[src/rtl/multiplier_n_if.sv]
// multiplier_n_if -- handshake/data bundle for the shift-add multiplier.
//
// Signals:
//   ClearA_LoadB  level request: load B from Din and clear A/X (when idle)
//   Execute       level request: start one multiplication (when idle)
//   Din           operand input (multiplier on load, multiplicand on start)
//   Aval, Bval    product high / low halves
//   X             sign-extension bit of {A,B}
//   Busy, Done    status: iterating / result held
//   Ovf           product does not fit WIDTH signed bits (only with MULT_OVF_EN)
//
// Modports: master drives the requests and Din, slave is the multiplier.
// Optional feature macro: MULT_OVF_EN adds the Ovf signal.
interface multiplier_n_if #(
    parameter int WIDTH = 8
);
    logic             ClearA_LoadB;
    logic             Execute;
    logic [WIDTH-1:0] Din;
    logic [WIDTH-1:0] Aval;
    logic [WIDTH-1:0] Bval;
    logic             X;
    logic             Busy;
    logic             Done;
`ifdef MULT_OVF_EN
    logic             Ovf;

    modport master (
        output ClearA_LoadB, Execute, Din,
        input  Aval, Bval, X, Busy, Done, Ovf
    );
    modport slave (
        input  ClearA_LoadB, Execute, Din,
        output Aval, Bval, X, Busy, Done, Ovf
    );
`else
    modport master (
        output ClearA_LoadB, Execute, Din,
        input  Aval, Bval, X, Busy, Done
    );
    modport slave (
        input  ClearA_LoadB, Execute, Din,
        output Aval, Bval, X, Busy, Done
    );
`endif
endinterface

[src/rtl/multiplier_n.sv]
// multiplier_n -- parametrised signed shift-add multiplier, one iteration
// per clock. Product of signed(M) x signed(B at start) ends up in {A,B},
// with X the sign-extension bit. The low half of a finished product stays
// in B and serves as the multiplier of the next run.
//
// Ports:
//   Clk      system clock, rising edge
//   Reset_n  asynchronous active-low reset
//   bus      multiplier_n_if.slave (requests, Din, Aval/Bval/X, Busy/Done[/Ovf])
//
// Optional feature macro: MULT_OVF_EN adds the Ovf overflow flag.
module multiplier_n #(
    parameter int WIDTH = 8
) (
    input  logic          Clk,
    input  logic          Reset_n,
    multiplier_n_if.slave bus
);
    localparam int CNT_W = $clog2(WIDTH) + 1;

    typedef enum logic [1:0] {IDLE, RUN, DONE} state_t;

    state_t                  state_q, state_d;
    logic signed [WIDTH-1:0] a_q, a_d;
    logic signed [WIDTH-1:0] b_q, b_d;
    logic signed [WIDTH-1:0] m_q, m_d;
    logic                    x_q, x_d;
    logic [CNT_W-1:0]        cnt_q, cnt_d;

    logic                    last_iter;
    logic signed [WIDTH:0]   addend;
    logic signed [WIDTH:0]   sum;

    function automatic logic signed [WIDTH:0] sext(input logic signed [WIDTH-1:0] v);
        return {v[WIDTH-1], v};
    endfunction

    // The top multiplier bit carries negative weight, so the final iteration
    // subtracts. Negation is done at WIDTH+1 bits so -(-2^(WIDTH-1)) is exact.
    assign last_iter = (cnt_q == CNT_W'(WIDTH - 1));
    assign addend    = b_q[0] ? (last_iter ? -sext(m_q) : sext(m_q)) : '0;
    assign sum       = sext(a_q) + addend;

    always_ff @(posedge Clk or negedge Reset_n) begin
        if (!Reset_n) begin
            state_q <= IDLE;
            a_q     <= '0;
            b_q     <= '0;
            m_q     <= '0;
            x_q     <= 1'b0;
            cnt_q   <= '0;
        end else begin
            state_q <= state_d;
            a_q     <= a_d;
            b_q     <= b_d;
            m_q     <= m_d;
            x_q     <= x_d;
            cnt_q   <= cnt_d;
        end
    end

    always_comb begin
        state_d = state_q;
        a_d     = a_q;
        b_d     = b_q;
        m_d     = m_q;
        x_d     = x_q;
        cnt_d   = cnt_q;
        case (state_q)
            IDLE: begin
                // Load wins over start when both are requested.
                if (bus.ClearA_LoadB) begin
                    b_d = bus.Din;
                    a_d = '0;
                    x_d = 1'b0;
                end else if (bus.Execute) begin
                    m_d     = bus.Din;
                    a_d     = '0;
                    x_d     = 1'b0;
                    cnt_d   = '0;
                    state_d = RUN;
                end
            end
            RUN: begin
                x_d   = sum[WIDTH];
                a_d   = sum[WIDTH:1];
                b_d   = {sum[0], b_q[WIDTH-1:1]};
                cnt_d = cnt_q + CNT_W'(1);
                if (last_iter) state_d = DONE;
            end
            DONE: begin
                // Wait for Execute to drop so a held request runs only once.
                if (!bus.Execute) state_d = IDLE;
            end
            default: state_d = IDLE;
        endcase
    end

    assign bus.Aval = a_q;
    assign bus.Bval = b_q;
    assign bus.X    = x_q;
    assign bus.Busy = (state_q == RUN);
    assign bus.Done = (state_q == DONE);

`ifdef MULT_OVF_EN
    // Product fits WIDTH signed bits only if A is pure sign extension of B.
    assign bus.Ovf = (state_q == DONE) && (a_q != {WIDTH{b_q[WIDTH-1]}});
`endif

endmodule

[src/flat_wrapper.sv]
// flat-port wrapper written by rule: the top's interface ports become plain ports
module multiplier_n_flat 
#(
    parameter int WIDTH = 8
)
  (Clk, Reset_n, bus_ClearA_LoadB, bus_Execute, bus_Din, bus_Aval, bus_Bval, bus_X, bus_Busy, bus_Done);
  multiplier_n_if #(.WIDTH(WIDTH)) bus_i ();
  input  logic Clk;
  input  logic Reset_n;
  input wire logic [$bits(bus_i.ClearA_LoadB)-1:0] bus_ClearA_LoadB;
  input wire logic [$bits(bus_i.Execute)-1:0] bus_Execute;
  input wire logic [$bits(bus_i.Din)-1:0] bus_Din;
  output wire logic [$bits(bus_i.Aval)-1:0] bus_Aval;
  output wire logic [$bits(bus_i.Bval)-1:0] bus_Bval;
  output wire logic [$bits(bus_i.X)-1:0] bus_X;
  output wire logic [$bits(bus_i.Busy)-1:0] bus_Busy;
  output wire logic [$bits(bus_i.Done)-1:0] bus_Done;
  assign bus_i.ClearA_LoadB = bus_ClearA_LoadB;
  assign bus_i.Execute = bus_Execute;
  assign bus_i.Din = bus_Din;
  assign bus_Aval = bus_i.Aval;
  assign bus_Bval = bus_i.Bval;
  assign bus_X = bus_i.X;
  assign bus_Busy = bus_i.Busy;
  assign bus_Done = bus_i.Done;
  multiplier_n #(.WIDTH(WIDTH)) u_core (.Clk(Clk), .Reset_n(Reset_n), .bus(bus_i));
endmodule
[config.mk]
export PLATFORM = sky130hd
export DESIGN_NAME = multiplier_n_flat
export DESIGN_NICKNAME = d
export VERILOG_FILES = /design/src/rtl/multiplier_n_if.sv /design/src/rtl/multiplier_n.sv /design/src/flat_wrapper.sv
export SDC_FILE = /design/constraint.sdc
export NUM_CORES = 1
export LEC_CHECK = 0
export ABC_CLOCK_PERIOD_IN_PS = 2500
export BUFFER_PORTS_ARGS = -buffer_cell sky130_fd_sc_hd__buf_2
export CORE_MARGIN = 2
export CORE_UTILIZATION = 28
export CTS_CLUSTER_SIZE = 28
export DETAILED_ROUTE_END_ITERATION = 12
export HOLD_SLACK_MARGIN = 0.15
export SYNTH_ARGS = -nofsm -noshare
export SYNTH_HDL_FRONTEND = slang
export SYNTH_SLANG_ARGS = --single-unit
[constraint.sdc]
create_clock -name Clk -period 2.5 [get_ports Clk]
set_clock_uncertainty 0.1 [all_clocks]
set_input_delay 0.5 -clock Clk [delete_from_list [all_inputs] [get_ports Clk]]
set_output_delay 0.5 -clock Clk [all_outputs]
set_load 0.02 [all_outputs]
# Word-level counts from Yosys, hierarchy flattened
# Cells that the tools add are included.
# W data, S select, Z words.
dict set report totals {
  reg_bits 31
  in_bits 12
}
dict set report op_classes {
  reduce_logical 7
  n_mux 18
  n_eq_ne 9
  n_bitwise 1
  add_sub_neg 3
}
# operator n
set op_table {}
lappend op_table {{$pmux W8 S2} 2}
lappend op_table {{$mux W8} 3}
lappend op_table {{$mux W9} 2}
lappend op_table {{$add A8 B9 Y9} 1}
lappend op_table {{$neg A9 Y9} 1}
lappend op_table {{$mux W2} 4}
lappend op_table {{$mux W4} 2}
lappend op_table {{$ne A2 B2 Y1 const B} 4}
lappend op_table {{$pmux W4 S2} 1}
lappend op_table {{$pmux W2 S3} 1}
lappend op_table {{$reduce_and A3 Y1} 2}
lappend op_table {{$add A4 B1 Y4 const B} 1}
lappend op_table {{$eq A4 B3 Y1 const B} 1}
lappend op_table {{$reduce_and A2 Y1} 2}
lappend op_table {{$reduce_and A4 Y1} 1}
lappend op_table {{$ne A3 B3 Y1 const B} 1}
lappend op_table {{$eq A2 B1 Y1 const B} 1}
lappend op_table {{$eq A2 B2 Y1 const B} 1}
lappend op_table {{$logic_not A2 Y1} 1}
lappend op_table {{$mux W1} 2}
lappend op_table {{$ne A2 B1 Y1 const B} 1}
lappend op_table {{$pmux W1 S2} 1}
lappend op_table {{$reduce_bool A2 Y1} 1}
lappend op_table {{$not A1 Y1} 1}

# Depth between registers and ports, before layout
dict set report depth {
  word_depth 5
  depth_mapped 13
}

# Least setup slack after synthesis
# No wires, ideal clock.
dict set report synth_path {
  path_type {register -> register}
  start {reg u_core.cnt_q[0]}
  end {reg u_core.a_q[7] (netlist: u_core.bus.Aval[7])}
  slack_ps -162
  arrival_ps 2488
  path_stages_with_launch 13
  cell_sequence {dfrtp_1 -> ha_1 -> nand3b_4 -> buf_2 -> mux2i_1 -> nand2b_1 -> fa_1 -> nand2b_1 -> a211oi_1 -> nor2_1 -> xnor2_1 -> or3_1 -> o21ai_2}
}
dict set report synth_between {
  elab_chain_len 5
}
# item line
set synth_lines {}
lappend synth_lines {{start: declaration} multiplier_n.sv:28} ;# logic [CNT_W-1:0] cnt_q, cnt_d;
lappend synth_lines {{start signal: assignment} multiplier_n.sv:58} ;# cnt_q <= cnt_d;
lappend synth_lines {{$eq A4 B3 Y1} multiplier_n.sv:40} ;# assign last_iter = (cnt_q == CNT_W'(WIDTH - 1));
lappend synth_lines {{$mux W9 (2 in series)} multiplier_n.sv:41} ;# assign addend = b_q[0] ? (last_iter ? -sext(m_q) : sext(m_q)) : '0;
lappend synth_lines {{$add A8 B9 Y9} multiplier_n.sv:42} ;# assign sum = sext(a_q) + addend;
lappend synth_lines {{$pmux W8 S2} multiplier_n.sv:69} ;# case (state_q)
lappend synth_lines {{end signal: assignment} multiplier_n.sv:47} ;# a_q <= '0;
lappend synth_lines {{end signal: assignment} multiplier_n.sv:54} ;# a_q <= a_d;
lappend synth_lines {{end: declaration} multiplier_n.sv:24} ;# logic signed [WIDTH-1:0] a_q, a_d;
# Every way passes these cells.
# A chain may end at the register's enable or synchronous reset.

# Worst setup path in the final report
dict set report layout_path {
  start {reg u_core.cnt_q[1]}
  end {reg u_core.a_q[7] (netlist: u_core.bus.Aval[7])}
}
# Same word-level chain as after synthesis.

==> flow_summary.toml <==
[detailed_routing]
drt_iter0_markers = 80
drtPass1Iterations = 4
wl_per_cell_um = 13.7
ant_nets = 0
vias_per_cell = 4.99
routed_wl_mm = 4.65
drc = 0
vias = 1696

[die]
start_util = 0.293
die_w_um = 86.2
dieArea_mm2 = 0.00743
rows = 29
die_h_um = 86.2
ios = 31
core_area_mm2 = 0.00646

[sta]
fin_ws_ps = -159
finalHoldViolations = 0
fin_crit_ps = 2660
finalSetupViolCount = 1
period_share = 1.06
slew_headroom = 0.535
worst_pin_slew_ps = 698
rsz0062_at_grt = "yes"
fmax_mhz = 376
finalMaxSlewViolations = 0

[critical_path]
max_stage_delay_ps = 390
worstSetupPathType = "register to register"
arrival_ps = 2770
cp_cell_sequence = "ha_4 > nand3b_4 > buf_4 > or3_1 > a21boi_2 > ha_4 > nand4_1 > a211oi_2 > nor2_2 > xnor2_1 > or3_1 > o21ai_2"
r2r-start = "u_core.cnt_q[1]$_DFFE_PN0P_"
reg2reg_slack_ps = -160
path_max_fanout = 6
ff2ff_path_depth = 12
path_buf_inv = 1
required_ps = 2610
start_kind = "register"
end_kind = "register"
crit_family = "simple AND/OR/NAND/NOR gates"
slowest_stage = "dfrtp_1"
r2r_end = "u_core.bus.Aval[7]$_DFFE_PN0P_"

[yosys]
synth.most_common_cell = "dfrtp_1"
synth_cell_types = 42
yosys_register_bits = 30
synth-async-reset-ratio = 1.00
syn_area_per_cell_um2 = 9.32
synth_common_cells = "dfrtp_1, o21ai_0, a21oi_1"
synth_edf_count = 0
synth.top_cell.area_share = 0.397
synth_cells = 203
yosys.area.top_type = "dfrtp_1"
seq_area_frac_synth = 0.397
synthTopCellsByArea = "dfrtp_1, ha_1, o21ai_0"
syn-num-nets = 226
yosysWarnings = 0
syn_area_mm2 = 0.00189
ys.flop_type = "dfrtp_1"

[cts]
htree_levels = 2
clockRootBuffer = "clkbuf_8"
cts.path.max_buffers = 2
cts_tree = "yes"
clock_latency_ps = 280
cts.sinks = 30
cts_buffers = 5
cts.clk_slew.worst_paths_ps = 70

[global_route]
antenna_found_initial = 0
grt_overflow = 0
grt_pass1_vias = 1715
grtUsageTotal = 0.137
grt_first_pass_wirelength_mm = 8.05
grt_max_degree = 31

[layout]
final_util = 0.395
antenna_cells = 0
syn_to_final_growth_pct = 35.0
layout-drive-gt1-share = 0.380
fill_cells = 642
instances_no_fill = 340
nets = 285

[place]
dp_hpwl_mm = 3.45
portBuffers = 30
place_inst = 329
place_congestion = 0.849

[power]
power.density_mw_per_mm2 = 1240
peakVddDrop_v = 0.000734
p_leak_nw = 1.20

[outcome]
outcome = "finished, violations left"
violations = "setup timing"

[job]
drv_cap = 0

[min_path]
hold_class = "input pin to asynchronous set/reset pin"
==> report_power, final <==
| group | switching, mW | internal, mW |
|---|---|---|
| clock | 0.190 | 0.221 |
| combinational | 0.903 | 0.912 |
| sequential | 0.231 | 0.699 |
==> worst register-to-register path: cells and delay by family, from the launching register on <==
kind | cells | cell delay, ps
simple gates | 5 | 970
compound gates | 3 | 470
buf+inv | 1 | 180
xor+xnor | 1 | 130
flops | 1 | 390
fa+ha+maj | 2 | 340
==> cells by family (layout without fill, tap and decap cells) <==
group,count (synthesis),in the layout,synth area share
AOI/OAI and AO/OA,66,66,0.210
and+or+nand+nor,58,58,0.181
DFF,30,30,0.397
buffers and inverters,20,80,0.0430
adders and majority gates,11,11,0.0767
xor gates and xnor gates,10,10,0.0463
muxes,8,8,0.0463
==> repair_timing <==
action                     CTS  global route
hold endpoints to repair     0             0
gates cloned                 0             0
hold buffers                 0             0
buffers inserted             0             3
setup endpoints to repair    4             4
gates resized for setup     10            12
pin swaps                    2            12
==> cells in the final DEF, fill, tap and decap left out, drive strengths merged, types with 2 or more instances in the layout <==
| cell | synthesis | routed |
|---|---|---|
| xnor2 | 4 | 4 |
| a22o | 3 | 3 |
| a21o | 4 | 4 |
| a22oi | 7 | 7 |
| o21ai | 25 | 25 |
| buf | 3 | 63 |
| and2 | 4 | 4 |
| nand3 | 3 | 3 |
| a21oi | 17 | 17 |
| ha | 10 | 10 |
| mux2 | 6 | 6 |
| mux2i | 2 | 2 |
| clkbuf | 8 | 6 |
| a21boi | 3 | 3 |
| xor2 | 6 | 6 |
| nand2 | 10 | 10 |
| nand4 | 2 | 2 |
| nor2 | 9 | 9 |
| dfrtp | 30 | 30 |
| or3 | 5 | 5 |
| nor2b | 9 | 9 |
| nor3 | 5 | 5 |
| nand2b | 6 | 6 |
| inv | 9 | 9 |
==> worst max path at each step <==
| stage | slack (ps) | cells past startpoint | to | startpoint |
|---|---|---|---|---|
| finish | -160 | 12 | u_core.bus.Aval[7]$_DFFE_PN0P_ | u_core.cnt_q[1]$_DFFE_PN0P_ |
| global route | -360 | 12 | u_core.bus.Aval[7]$_DFFE_PN0P_ | u_core.cnt_q[0]$_DFFE_PN0P_ |
| CTS | -130 | 12 | u_core.bus.Aval[7]$_DFFE_PN0P_ | u_core.m_q[4]$_DFFE_PN0P_ |
| detailed placement | -220 | 12 | u_core.bus.Aval[7]$_DFFE_PN0P_ | u_core.m_q[4]$_DFFE_PN0P_ |
| global placement | -110 | 12 | u_core.bus.Aval[7]$_DFFE_PN0P_ | u_core.m_q[4]$_DFFE_PN0P_ |
| floorplan | -120 | 12 | u_core.bus.Aval[7]$_DFFE_PN0P_ | u_core.m_q[4]$_DFFE_PN0P_ |
==> layer usage <==
layer / track usage / up-vias / part of all wire
met2: 0.221 / 32 / 0.47
met5: 0 / - / 0
met3: 0.0324 / 8 / 0.042
met4: 0.0426 / 0 / 0.012
li1: - / 839 / -
met1: 0.182 / 817 / 0.48
==> final cells by class <==
type	instances	area, µm²	area share
inverter	9	33.8	0.0132
clock buffer	6	82.6	0.0323
tap	77	96.3	0.0377
clock inverter	2	12.5	0.00490
timing repair buffer	63	402	0.157
sequential	30	751	0.294
multi-input combinational	153	1180	0.461
==> sequential cells by signal (all words and copies together) (netlist names) <==
signal           flops
u_core.state_q       2
u_core.bus.Bval      8
u_core.m_q           8
u_core.bus.Aval      8
u_core.cnt_q         4
==> per-stage QoR <==
stage	instance area, µm²	setup slack [ps]	power, mW	TNS (ps)	hold slack, ps
after global routing	2550	-360	3.43	-768	194
after CTS	2480	-135	3.09	-199	179
after floorplan	1910	-119	1.92	-119	104
final	2550	-159	3.16	-159	159
after detailed placement	2330	-222	2.58	-352	422
after global placement	2330	-110	2.54	-187	416
No activity file was read; power rests on OpenSTA's default activity.
